`src/rtl/imm_pkg.sv`:
```
// Shared constants and types for the immediate generator pipeline.
package imm_pkg;

   // Default result width.
   localparam int XLEN_DEF = 32;

   // Immediate format selector codes.
   localparam logic [2:0] IMM_I = 3'b000;
   localparam logic [2:0] IMM_S = 3'b001;
   localparam logic [2:0] IMM_B = 3'b010;
   localparam logic [2:0] IMM_J = 3'b011;
   localparam logic [2:0] IMM_U = 3'b100;
   localparam logic [2:0] IMM_Z = 3'b101;

   // Occupancy of the two-entry output buffer.
   typedef enum logic [1:0] {
      BUF_EMPTY = 2'd0,
      BUF_ONE   = 2'd1,
      BUF_FULL  = 2'd2
   } buf_state_e;

endpackage

```
`src/rtl/imm_gen_pipe_if.sv`:
```
// Input and output handshake channels of the immediate generator.
interface imm_gen_pipe_if import imm_pkg::*; #(
   parameter int XLEN = XLEN_DEF
);
   logic            in_valid;
   logic            in_ready;
   logic [24:0]     in_instr;
   logic [2:0]      in_imm_src;
   logic            out_valid;
   logic            out_ready;
   logic [XLEN-1:0] out_imm;
   logic            out_err;

   // Source/sink side (drives instructions, accepts results).
   modport master (
      output in_valid, in_instr, in_imm_src, out_ready,
      input  in_ready, out_valid, out_imm, out_err
   );

   // Block side.
   modport slave (
      input  in_valid, in_instr, in_imm_src, out_ready,
      output in_ready, out_valid, out_imm, out_err
   );
endinterface

```
`src/rtl/imm_decode.sv`:
```
// Combinational immediate decoder. in_instr carries instruction bits [31:7],
// so instruction bit k lives at in_instr[k-7]. The immediate is first built
// at 32 bits and then sign-extended to XLEN, which makes the XLEN=32 result
// identical to the 32-bit definitions.
module imm_decode import imm_pkg::*; #(
   parameter int XLEN = XLEN_DEF
) (
   input  logic [24:0]     in_instr,
   input  logic [2:0]      in_imm_src,
   output logic [XLEN-1:0] imm,
   output logic            err
);

   logic               sign_s;
   logic signed [31:0] raw_s;

   assign sign_s = in_instr[24];

   // Select the 32-bit immediate layout for the requested format.
   always_comb begin
      raw_s = 32'sd0;
      err   = 1'b0;
      case (in_imm_src)
         IMM_I:   raw_s = {{20{sign_s}}, in_instr[24:13]};
         IMM_S:   raw_s = {{20{sign_s}}, in_instr[24:18], in_instr[4:0]};
         IMM_B:   raw_s = {{20{sign_s}}, in_instr[0], in_instr[23:18],
                           in_instr[4:1], 1'b0};
         IMM_J:   raw_s = {{12{sign_s}}, in_instr[12:5], in_instr[13],
                           in_instr[23:14], 1'b0};
         IMM_U:   raw_s = {in_instr[24:5], 12'h000};
         IMM_Z:   raw_s = {27'd0, in_instr[12:8]};
         default: begin
            raw_s = 32'sd0;
            err   = 1'b1;
         end
      endcase
   end

   assign imm = XLEN'(raw_s);

endmodule

```
`src/rtl/imm_gen_pipe.sv`:
```
// Immediate generator with a one-cycle decode stage and a two-entry skid
// buffer on the output. Results are decoded on the input side and stored
// already formed; in_ready is a flop so it never depends on out_ready.
module imm_gen_pipe import imm_pkg::*; #(
   parameter int XLEN  = XLEN_DEF,
   parameter int CNT_W = 8
) (
   input  logic             clk,
   input  logic             rst_n,
   imm_gen_pipe_if.slave    bus,
   output logic [CNT_W-1:0] err_cnt
);

   localparam logic [CNT_W-1:0] CNT_MAX = {CNT_W{1'b1}};

   logic [XLEN-1:0]  dec_imm_s;
   logic             dec_err_s;
   logic             acc_s;
   logic             drn_s;

   buf_state_e       state_q,    state_d;
   logic [XLEN-1:0]  main_imm_q, main_imm_d;
   logic             main_err_q, main_err_d;
   logic [XLEN-1:0]  skid_imm_q, skid_imm_d;
   logic             skid_err_q, skid_err_d;
   logic             out_valid_q, out_valid_d;
   logic             in_ready_q,  in_ready_d;
   logic [CNT_W-1:0] err_cnt_q,  err_cnt_d;

   imm_decode #(.XLEN(XLEN)) u_decode (
      .in_instr   (bus.in_instr),
      .in_imm_src (bus.in_imm_src),
      .imm        (dec_imm_s),
      .err        (dec_err_s)
   );

   assign acc_s = bus.in_valid & in_ready_q;
   assign drn_s = out_valid_q & bus.out_ready;

   // Buffer next-state, data movement and saturating error count.
   always_comb begin
      state_d    = state_q;
      main_imm_d = main_imm_q;
      main_err_d = main_err_q;
      skid_imm_d = skid_imm_q;
      skid_err_d = skid_err_q;
      err_cnt_d  = err_cnt_q;

      case (state_q)
         BUF_EMPTY: begin
            if (acc_s) begin
               main_imm_d = dec_imm_s;
               main_err_d = dec_err_s;
               state_d    = BUF_ONE;
            end else begin
               state_d    = BUF_EMPTY;
            end
         end
         BUF_ONE: begin
            if (acc_s && drn_s) begin
               main_imm_d = dec_imm_s;
               main_err_d = dec_err_s;
               state_d    = BUF_ONE;
            end else if (acc_s) begin
               skid_imm_d = dec_imm_s;
               skid_err_d = dec_err_s;
               state_d    = BUF_FULL;
            end else if (drn_s) begin
               state_d    = BUF_EMPTY;
            end else begin
               state_d    = BUF_ONE;
            end
         end
         BUF_FULL: begin
            // in_ready is low here, so only a drain can happen.
            if (drn_s) begin
               main_imm_d = skid_imm_q;
               main_err_d = skid_err_q;
               state_d    = BUF_ONE;
            end else begin
               state_d    = BUF_FULL;
            end
         end
         default: begin
            state_d = BUF_EMPTY;
         end
      endcase

      if (acc_s && dec_err_s && (err_cnt_q != CNT_MAX)) begin
         err_cnt_d = err_cnt_q + {{(CNT_W-1){1'b0}}, 1'b1};
      end else begin
         err_cnt_d = err_cnt_q;
      end

      out_valid_d = (state_d != BUF_EMPTY);
      in_ready_d  = (state_d != BUF_FULL);
   end

   // State and data registers with synchronous active-low reset.
   always_ff @(posedge clk) begin
      if (!rst_n) begin
         state_q     <= BUF_EMPTY;
         main_imm_q  <= {XLEN{1'b0}};
         main_err_q  <= 1'b0;
         skid_imm_q  <= {XLEN{1'b0}};
         skid_err_q  <= 1'b0;
         out_valid_q <= 1'b0;
         in_ready_q  <= 1'b1;
         err_cnt_q   <= {CNT_W{1'b0}};
      end else begin
         state_q     <= state_d;
         main_imm_q  <= main_imm_d;
         main_err_q  <= main_err_d;
         skid_imm_q  <= skid_imm_d;
         skid_err_q  <= skid_err_d;
         out_valid_q <= out_valid_d;
         in_ready_q  <= in_ready_d;
         err_cnt_q   <= err_cnt_d;
      end
   end

   assign bus.in_ready  = in_ready_q;
   assign bus.out_valid = out_valid_q;
   assign bus.out_imm   = main_imm_q;
   assign bus.out_err   = main_err_q;
   assign err_cnt       = err_cnt_q;

endmodule

```
`src/flat_wrapper.sv`:
```
// flat-port wrapper written by rule: the top's interface ports become plain ports
module imm_gen_pipe_flat import imm_pkg::*;
#(
   parameter int XLEN  = XLEN_DEF,
   parameter int CNT_W = 8
)
  (clk, rst_n, err_cnt, bus_in_valid, bus_in_instr, bus_in_imm_src, bus_out_ready, bus_in_ready, bus_out_valid, bus_out_imm, bus_out_err);
  imm_gen_pipe_if #(.XLEN(XLEN)) bus_i ();
  input  logic clk;
  input  logic rst_n;
  output logic [CNT_W-1:0] err_cnt;
  input wire logic [$bits(bus_i.in_valid)-1:0] bus_in_valid;
  input wire logic [$bits(bus_i.in_instr)-1:0] bus_in_instr;
  input wire logic [$bits(bus_i.in_imm_src)-1:0] bus_in_imm_src;
  input wire logic [$bits(bus_i.out_ready)-1:0] bus_out_ready;
  output wire logic [$bits(bus_i.in_ready)-1:0] bus_in_ready;
  output wire logic [$bits(bus_i.out_valid)-1:0] bus_out_valid;
  output wire logic [$bits(bus_i.out_imm)-1:0] bus_out_imm;
  output wire logic [$bits(bus_i.out_err)-1:0] bus_out_err;
  assign bus_i.in_valid = bus_in_valid;
  assign bus_i.in_instr = bus_in_instr;
  assign bus_i.in_imm_src = bus_in_imm_src;
  assign bus_i.out_ready = bus_out_ready;
  assign bus_in_ready = bus_i.in_ready;
  assign bus_out_valid = bus_i.out_valid;
  assign bus_out_imm = bus_i.out_imm;
  assign bus_out_err = bus_i.out_err;
  imm_gen_pipe #(.XLEN(XLEN), .CNT_W(CNT_W)) u_core (.clk(clk), .rst_n(rst_n), .bus(bus_i), .err_cnt(err_cnt));
endmodule
```
`config.mk`:
```
export PLATFORM = sky130hd
export DESIGN_NAME = imm_gen_pipe_flat
export DESIGN_NICKNAME = d
export VERILOG_FILES = /design/src/rtl/imm_pkg.sv /design/src/rtl/imm_gen_pipe_if.sv /design/src/rtl/imm_decode.sv /design/src/rtl/imm_gen_pipe.sv /design/src/flat_wrapper.sv
export SDC_FILE = /design/constraint.sdc
export NUM_CORES = 1
export LEC_CHECK = 0
export CAP_MARGIN = 15
export CORE_ASPECT_RATIO = 1.5
export CORE_MARGIN = 5
export CORE_UTILIZATION = 55
export CTS_CLUSTER_SIZE = 8
export DETAILED_ROUTE_END_ITERATION = 10
export PLACE_DENSITY_LB_ADDON = 0.08
export SETUP_SLACK_MARGIN = 0.02
export SLEW_MARGIN = 0
export SYNTH_ARGS = -nofsm -noshare
export SYNTH_HDL_FRONTEND = slang
export SYNTH_SLANG_ARGS = --single-unit
```
`constraint.sdc`:
```
create_clock -name clk -period 2.8 [get_ports clk]
set_clock_uncertainty 0.05 [all_clocks]
set_input_delay 0.56 -clock clk [delete_from_list [all_inputs] [get_ports clk]]
set_output_delay 0.56 -clock clk [all_outputs]
set_load 0.05 [all_outputs]
```
==> results.md, run 1 <==
Setup path:
- The slowest stage of the critical path belongs to the cell nor2b_1.
- The critical path is of the in2reg type.
- In this design, the stage delay of the slowest critical-path cell is 0.81 ns.
- Of all nets on the critical path, the largest fanout is 12.
- At the worst endpoint, the required time is 3.03 ns.
- The signal arrival time at the worst endpoint is 2.60 ns.
- The most repeated library cell on the critical path is a21o_1.
- STA classifies the critical path endpoint as a flop.
- The startpoint kind of the worst setup timing path is a primary input.
- The critical path goes through clkdlybuf4s50_1 -> nor2b_1 -> a21o_1 -> a21o_1 -> a32o_1.

Placed design:
- The final weighted congestion of routability-driven global placement is 0.800.
- Once placement completed, the tool counted placed cells totaling 550.
- Timing analysis after detailed placement gives a worst setup slack of 0.126 ns.
- After detailed placement, the total cell area comes to 4400 um2.
- Buffers placed on the I/O ports in this run total 74.
- Detailed placement ended at an HPWL of 6.23 mm.

Drt:
- The routed wire length per instance is 16.2 um.
- In this run, the number of DRC markers left after iteration 0 of detailed routing was 268.
- Wires add up to 9.17 mm.
- The number of nets with antenna violations after routing is 0.
- In the routed layout, each cell is associated on average with a via count of 5.97.
- The routed layout has 3373 vias.
- The count of TritonRoute iterations in the first routing pass is 5.
- The remaining design rule violation count is 0.

Cells and area:
- Excluding fillers, the count of instances in the completed layout stands at 565.
- The repair_antennas step left the layout with diodes totalling 0.
- The final standard cell utilization of the core is 70.8%.
- The post-route netlist has 10.2% of its cells at a drive strength greater than 1.
- The multi-input combinational cells in the finished layout cover a total of 1880 um2.
- At the end of the flow, the number of nets in the layout was 520.
- The area growth from synthesis to layout is 26.2%.
- In the final layout, flip-flops and latches occupy 1560 um2.
- The post-route cell area is 4590 um2.
- The count of fill cells added during filler insertion is 553.

Clock tree:
- The clock-pin transition on the worst setup and hold timing paths is 0.08 ns.
- The total clock sinks is 78.
- Counting the buffers created by CTS gives 9.
- TritonCTS built the clock tree.
- The number of H-tree levels is 3.
- The tree is rooted in a clkbuf_8.
- After clock tree synthesis, the flow added hold-fix buffers numbering 0.
- After clock tree synthesis, the setup repair step added 0 buffers.
- The maximum clock insertion buffer count is 2.
- The insertion delay to the later sink of the worst-skew pair is 0.34 ns.
- The total of cells resized after clock tree synthesis is 0.

Logic synthesis:
- Counting flops with a built-in enable in the synthesized netlist gives 0.
- The gate count after technology mapping is 422.
- Summed over its instances, the top area cell type makes up 42.9% of the synthesized netlist area.
- The flip-flop and latch count after synthesis is 78.
- After synthesis the cells add up to 3640 um2.
- Counting instances in the post-synthesis netlist gives the leading cell types as dfxtp_1 (78), a21oi_1 (50), nand2_1 (50).
- By area the synthesized netlist is led by dfxtp_1 (43%), a21oi_1 (6.9%), o21ai_0 (5.8%), nand2_1 (5.2%), mux2i_1 (3.6%).
- The mean area per synthesized cell is 8.62 um2.
- The synthesized netlist contains 45 unique library cells.
- The Yosys step of the flow raised 0 warnings.
- The synthesized net count is 457.
- For this run, asynchronously set or reset flops after synthesis account for 0%.
- The most instantiated flip-flop cell in the synthesis netlist is dfxtp_1.
- dfxtp_1 takes more of the synthesized area than any other cell.
- Of the synthesized area, sequential elements account for 42.9%.
- Among all cell types in the netlist, the one instantiated most often is dfxtp_1.

Floorplanning:
- The floorplan step defined a die boundary enclosing 8370 um2.
- The floorplan step set the die height to 110 um.
- After floorplanning, the core was sized to cover 6490 um2.
- In this run the core area contains 36 standard-cell rows.
- The I/O pin total is 75.
- From left edge to right edge, the die measures 76.4 um.
- The initial core utilization is 56.1%.

Timing:
- The final worst-path cycle share is 84.8%.
- The total of endpoints with negative setup slack in the final report is 0.
- The transition at the pin with the smallest max-transition slack is 0.983 ns.
- The worst pin sits at a relative slew slack of 34.4%.
- The number of hold-slack violations in the final timing report is 0.
- Setup repair after global routing left no endpoint under its margin.
- The max-slew violation count is 0.
- The smallest hold slack is 0.409 ns.
- After routing, the total negative slack on setup checks comes to 0 ns.
- The worst path needs 2.37 ns of the cycle, external delays included.
- The timing-limited maximum frequency is 421 MHz.
- The worst-case setup margin in the final layout is 0.426 ns.

Global routing:
- The overall routing resource usage is 22.5%.
- Global routing finished with a remaining overflow of 0.
- The first global-routing pass estimated 15.3 mm of wire.
- Entering global routing, the biggest net connects 57 pins.
- The via count of the first global-routing pass is 3230.
- The initial antenna violation count is 0.

Power:
- For this design the ratio of total power to cell area is 592 nW/um2.
- The worst-case IR drop observed on VDD is 0.000418 V.
- The total power of the final layout is 2.72 mW.
- The static power due to leakage is 1.76 nW.

Hold path:
- The class of the tightest hold or removal check is reg2reg.

Outcome:
- The flow ran to the end, and the final reports show no timing, DRC or antenna violations.

Run:
- Max-cap violations in this run came to 0.
power by group:
group	switching [mW]	internal, mW
Combinational	0.421	0.252
Sequential	0.0453	1.19
Clock	0.405	0.405
worst max-delay path: cells and delay by family:
family                 cells  cell delay (ns)
AO/OA/AOI/OAI              3             0.68
buffers and inverters      1             0.55
AND/OR/NAND/NOR            1             0.81
layer usage:
metal | share of wire [%] | vias up | global-route usage [%] | routed length, um
li1 | - | 1663 | - | -
met1 | 42 | 1562 | 29.0 | 3880
met2 | 49 | 131 | 36.5 | 4480
met3 | 7.0 | 17 | 5.90 | 640
met4 | 1.9 | 0 | 8.25 | 172
met5 | 0 | - | 0 | 0
flip-flops by register name, summed over array words and instances (netlist names):
signal,cells
u_core.bus.out_err,1
u_core.state_q,2
u_core.skid_imm_q,32
u_core.err_cnt,8
u_core.bus.out_valid,1
u_core.bus.out_imm,32
u_core.bus.in_ready,1
u_core.skid_err_q,1
area by class of cell:
cell class,count,share of cell area (%)
multi-input cells,305,41.0
flip-flops and latches,78,34.0
repair buffers,88,18.6
clock buffers,9,2.70
well taps,76,2.07
clock inverters,6,1.39
inverters,3,0.245
kinds of logic (layout without fill, tap and decap cells):
| family | Yosys count | count (layout) | share of synthesized area [%] |
|---|---|---|---|
| AND/OR/NAND/NOR | 114 | 114 | 15.8 |
| buffers and inverters | 39 | 106 | 5.50 |
| multiplexers | 13 | 13 | 3.58 |
| AO/OA/AOI/OAI | 170 | 170 | 30.0 |
| XOR/XNOR | 5 | 5 | 1.20 |
| adder cells (fa/ha/maj) | 3 | 3 | 1.03 |
| flip-flops | 78 | 78 | 42.9 |
final timing paths:
path / startpoint / endpoint / slack, ns / cells past startpoint
max: bus_in_instr[24] / u_core.bus.out_imm[13]$_SDFFE_PN0P_ / 0.43 / 5
min: u_core.skid_imm_q[11]$_SDFFE_PN0P_ / u_core.bus.out_imm[11]$_SDFFE_PN0P_ / 0.41 / 2
max reg2reg: u_core.bus.in_ready$_SDFF_PN1_ / u_core.bus.out_imm[13]$_SDFFE_PN0P_ / 0.88 / 7
min reg2reg: u_core.skid_imm_q[11]$_SDFFE_PN0P_ / u_core.bus.out_imm[11]$_SDFFE_PN0P_ / 0.41 / 2
placed cells by master (no fill, tap or decap), types with 3 or more instances in the layout:
master / Yosys / layout
dfxtp_1: 78 / 78
clkdlybuf4s50_1: 0 / 73
nand2_1: 50 / 50
a21oi_1: 50 / 50
o21ai_0: 42 / 42
nor2_1: 19 / 19
a21o_1: 17 / 17
a211oi_1: 15 / 15
mux2i_1: 13 / 13
buf_4: 3 / 13
a31o_2: 11 / 11
nand3_1: 10 / 10
clkbuf_8: 0 / 9
a311oi_1: 8 / 8
nor2b_1: 8 / 8
a32o_1: 8 / 8
o211ai_1: 7 / 7
nand3b_1: 4 / 4
nand2b_1: 4 / 4
o22ai_1: 4 / 4
nand4_1: 4 / 4
inv_1: 3 / 3
xor2_1: 3 / 3
a31oi_1: 3 / 3
ha_1: 3 / 3
No activity file was read; power rests on OpenSTA's default activity.
==> run 2: changes to the inputs <==
Settings changed: CORE_UTILIZATION 55 to 46.
Clock period 2.8 ns to 1.9 ns, I/O delays scaled along.
==> run 2 against run 1 <==
- critical path depth grew 1
- non-clock buffer count is 21 higher
- clock power is 110% higher
- count of clock-buffer cells in the layout is 2 higher
- via count rose by 1.3%
- final cell count rose by 8.5%
- core utilization shrank 7.0 points
- sequential power rose by 47%
- routed wire length is 3.9% higher
- combinational power is 55% higher
- register-to-register slack worse by 0.66 ns
- hold slack lost 0.060 ns
- critical endpoint is now u_core.bus.out_imm[2]$_SDFFE_PN0P_
==> results.md, run 2 (synthesis results as in run 1) <==
Outcome:
- The flow ran to the end, and the final reports show no timing, DRC or antenna violations.

Timing:
- The max-slew violation count is 0.
- The timing-limited maximum frequency is 571 MHz.
- In this run the tightest slew margin relative to its limit is 74.6%.
- Once routing completed, OpenROAD measured the worst setup slack at 0.149 ns.
- The smallest hold slack is 0.348 ns.
- Setup repair after global routing left no endpoint under its margin.
- At the pin with the least slew margin, the transition time is 0.380 ns.
- The total of endpoints with negative setup slack in the final report is 0.
- The sum of negative setup slack is 0 ns.
- The number of hold-slack violations in the final timing report is 0.
- The final worst-path cycle share is 92.2%.
- The clock period could shrink to 1.75 ns.

Floorplanning:
- The I/O pin total is 75.
- The floorplan step defined a die boundary enclosing 9820 um2.
- The die is 119 um tall.
- The overall die width is 82.6 um.
- Once the floorplan was initialized, standard cells occupied 47.5% of the core.
- The floorplan core area is 7660 um2.
- Row generation in the floorplan step produced 39 rows.

Placed design:
- The HPWL after detailed placement is 6.69 mm.
- During placement, the flow inserted port buffers numbering 74.
- Prior to clock tree synthesis, the placed netlist has a worst setup slack of -0.472 ns.
- The final weighted congestion of routability-driven global placement is 0.975.

Setup path:
- The data required time of the critical path is 2.06 ns.
- Counting cells, the worst reg-to-reg path comes to 9.
- The category of the worst setup path capture point is a flop.
- The highest-delay cell along the critical path is clkdlybuf4s50_1.
- The startpoint kind of the worst setup timing path is a primary input.
- The critical path start-end classification is in2reg.
- The signal arrival time at the worst endpoint is 1.91 ns.
- The largest fanout on the critical path is 13.
- For this run, the slowest stage of the critical path takes 0.56 ns.
- The signal on the critical path passes through clkdlybuf4s50_1 -> buf_6 -> mux2i_1 -> o22ai_1 -> a211oi_1 -> o21ai_1.

Global routing:
- met2 is the most crowded layer.
- The wire length of the first global-routing pass is 15.4 mm.
- Entering global routing, the biggest net connects 40 pins.
- The initial antenna violation count is 0.
- The met1 layer usage reported by global route is 26.3%.
- Global routing used 19.9% of the available tracks across all layers.
- For met3 alone, demand over resource in global routing was 4.46%.
- The total congestion overflow is 0.
- The via count of the first global-routing pass came to 3157.
- The fraction of met2 tracks used by global routing is 31.1%.

Hold path:
- The path class of the tightest hold or removal check is in2reg.
- The cell count of the worst hold path is 3.

Clock tree:
- After clock tree synthesis, the clock-pin slew on the worst setup and hold paths is 0.05 ns.
- Counting the buffers created by CTS gives 9.
- Clock latency on the worst-skew pair, taken at its later pin, is 0.33 ns.
- The clock drives 78 sinks.
- Clock tree synthesis selected as its root buffer the cell clkbuf_16.
- The hold buffer count at CTS is 0.
- The CTS tree is done.
- The number of H-tree levels is 3.
- The maximum clock insertion buffer count is 2.

Cells and area:
- Leaving out fill and tap cells, the most frequent cells in the layout are dfxtp_1 (76), buf_4 (72), a21oi_1 (50), nand2_1 (48), o21ai_0 (42).
- Cells fill 63.8% of the core in the end.
- Leaving out fill and tap cells, the most frequent cell in the layout is dfxtp_1.
- The fraction of layout instances using a drive strength above 1 is 24.5%.
- The final-stage net count is 541.
- From synthesis to final layout, the design area changed by 34.4%.
- 0 antenna diodes ended up in the layout.

Power:
- The static power due to leakage is 2.03 nW.
- The worst-case IR drop observed on VDD is 0.000662 V.
- Power spread over the standard cell area amounts to 939 nW/um2.

Drt:
- After detailed routing, the total wire length is 9.53 mm.
- The first TritonRoute pass finished after 5 iterations.
- Across all layers, the routed design uses 3418 vias.
- The number of nets with antenna violations after routing is 0.
- Using the TritonRoute via totals, the vias-per-cell ratio works out to 5.58.
- After detailed routing, the average wire length per cell comes to 15.5 um.
- The detailed router's first-iteration violation count is 245.
- The remaining design rule violation count is 0.

Run:
- The tool flagged a number of max-cap violations equal to 0.
-- run 2: cell count changes in the layout (fill, tap and decap cells not counted), sizes merged --
cell	previous run	this run
clkinvlp	2	1
clkinv	3	2
clkbuf	9	11
clkdlybuf4s50	73	28
buf	15	79
inv	3	4
dlymetal6s2s	0	2
-- run 2: critical path, delay by kind of cell --
kind	cells	cell delay (ns)
buffers and inverters	2	0.77
AOI/OAI and AO/OA	3	0.49
muxes	1	0.26
-- run 2: timing repair --
item / 4_1_cts / 5_1_grt
pin swaps: 0 / 2
setup endpoints to repair: 50 / 50
buffers inserted: 0 / 2
endpoints found under the hold margin: 0 / 0
gates resized for setup: 6 / 9
-- run 2: cell type report --
class	instances	area, um2
multi-input cells	305	1920
fillers	699	2770
flip-flops and latches	78	1560
inverters	3	11.3
well taps	102	128
clock buffers	11	253
clock inverters	5	56.3
repair buffers	109	957
-- run 2: power by group --
part	switching [mW]	leakage (nW)	internal [mW]	total, mW
clock network	0.639	0.152	1.09	1.73
registers	0.0666	0.636	1.76	1.82
logic	0.637	1.25	0.402	1.04
-- run 2: per-stage QoR --
step                instances  cell area (um2)  total power [mW]
global route              613             4890              4.81
floorplan                 422             3640              2.52
CTS                       611             4840              4.62
detailed placement        595             4510              2.87
global placement          595             4510              2.86
finish                    613             4890              4.59
-- run 2: path summary, 6_finish.rpt --
check / endpoint / from / slack, ns
worst max-delay path: u_core.bus.out_imm[2]$_SDFFE_PN0P_ / bus_in_imm_src[0] / 0.15
worst min-delay path: u_core.skid_imm_q[4]$_SDFFE_PN0P_ / rst_n / 0.35
worst max register to register: u_core.bus.out_imm[4]$_SDFFE_PN0P_ / u_core.bus.in_ready$_SDFF_PN1_ / 0.22
worst min register to register: u_core.bus.out_imm[2]$_SDFFE_PN0P_ / u_core.bus.out_imm[2]$_SDFFE_PN0P_ / 0.41
-- run 2: layer usage --
metal  vias up  part of all wire (%)
met5         -                     0
met2       114                    49
met4         0                   1.8
met1      1580                    43
met3        11                   6.4
li1       1713                     -
==> run 3: changes to the inputs <==
Settings changed: CTS_CLUSTER_SIZE 8 to not set.
==> results of run 3 <==
No change in the layout: final DEF, timing and power equal those of run 2.
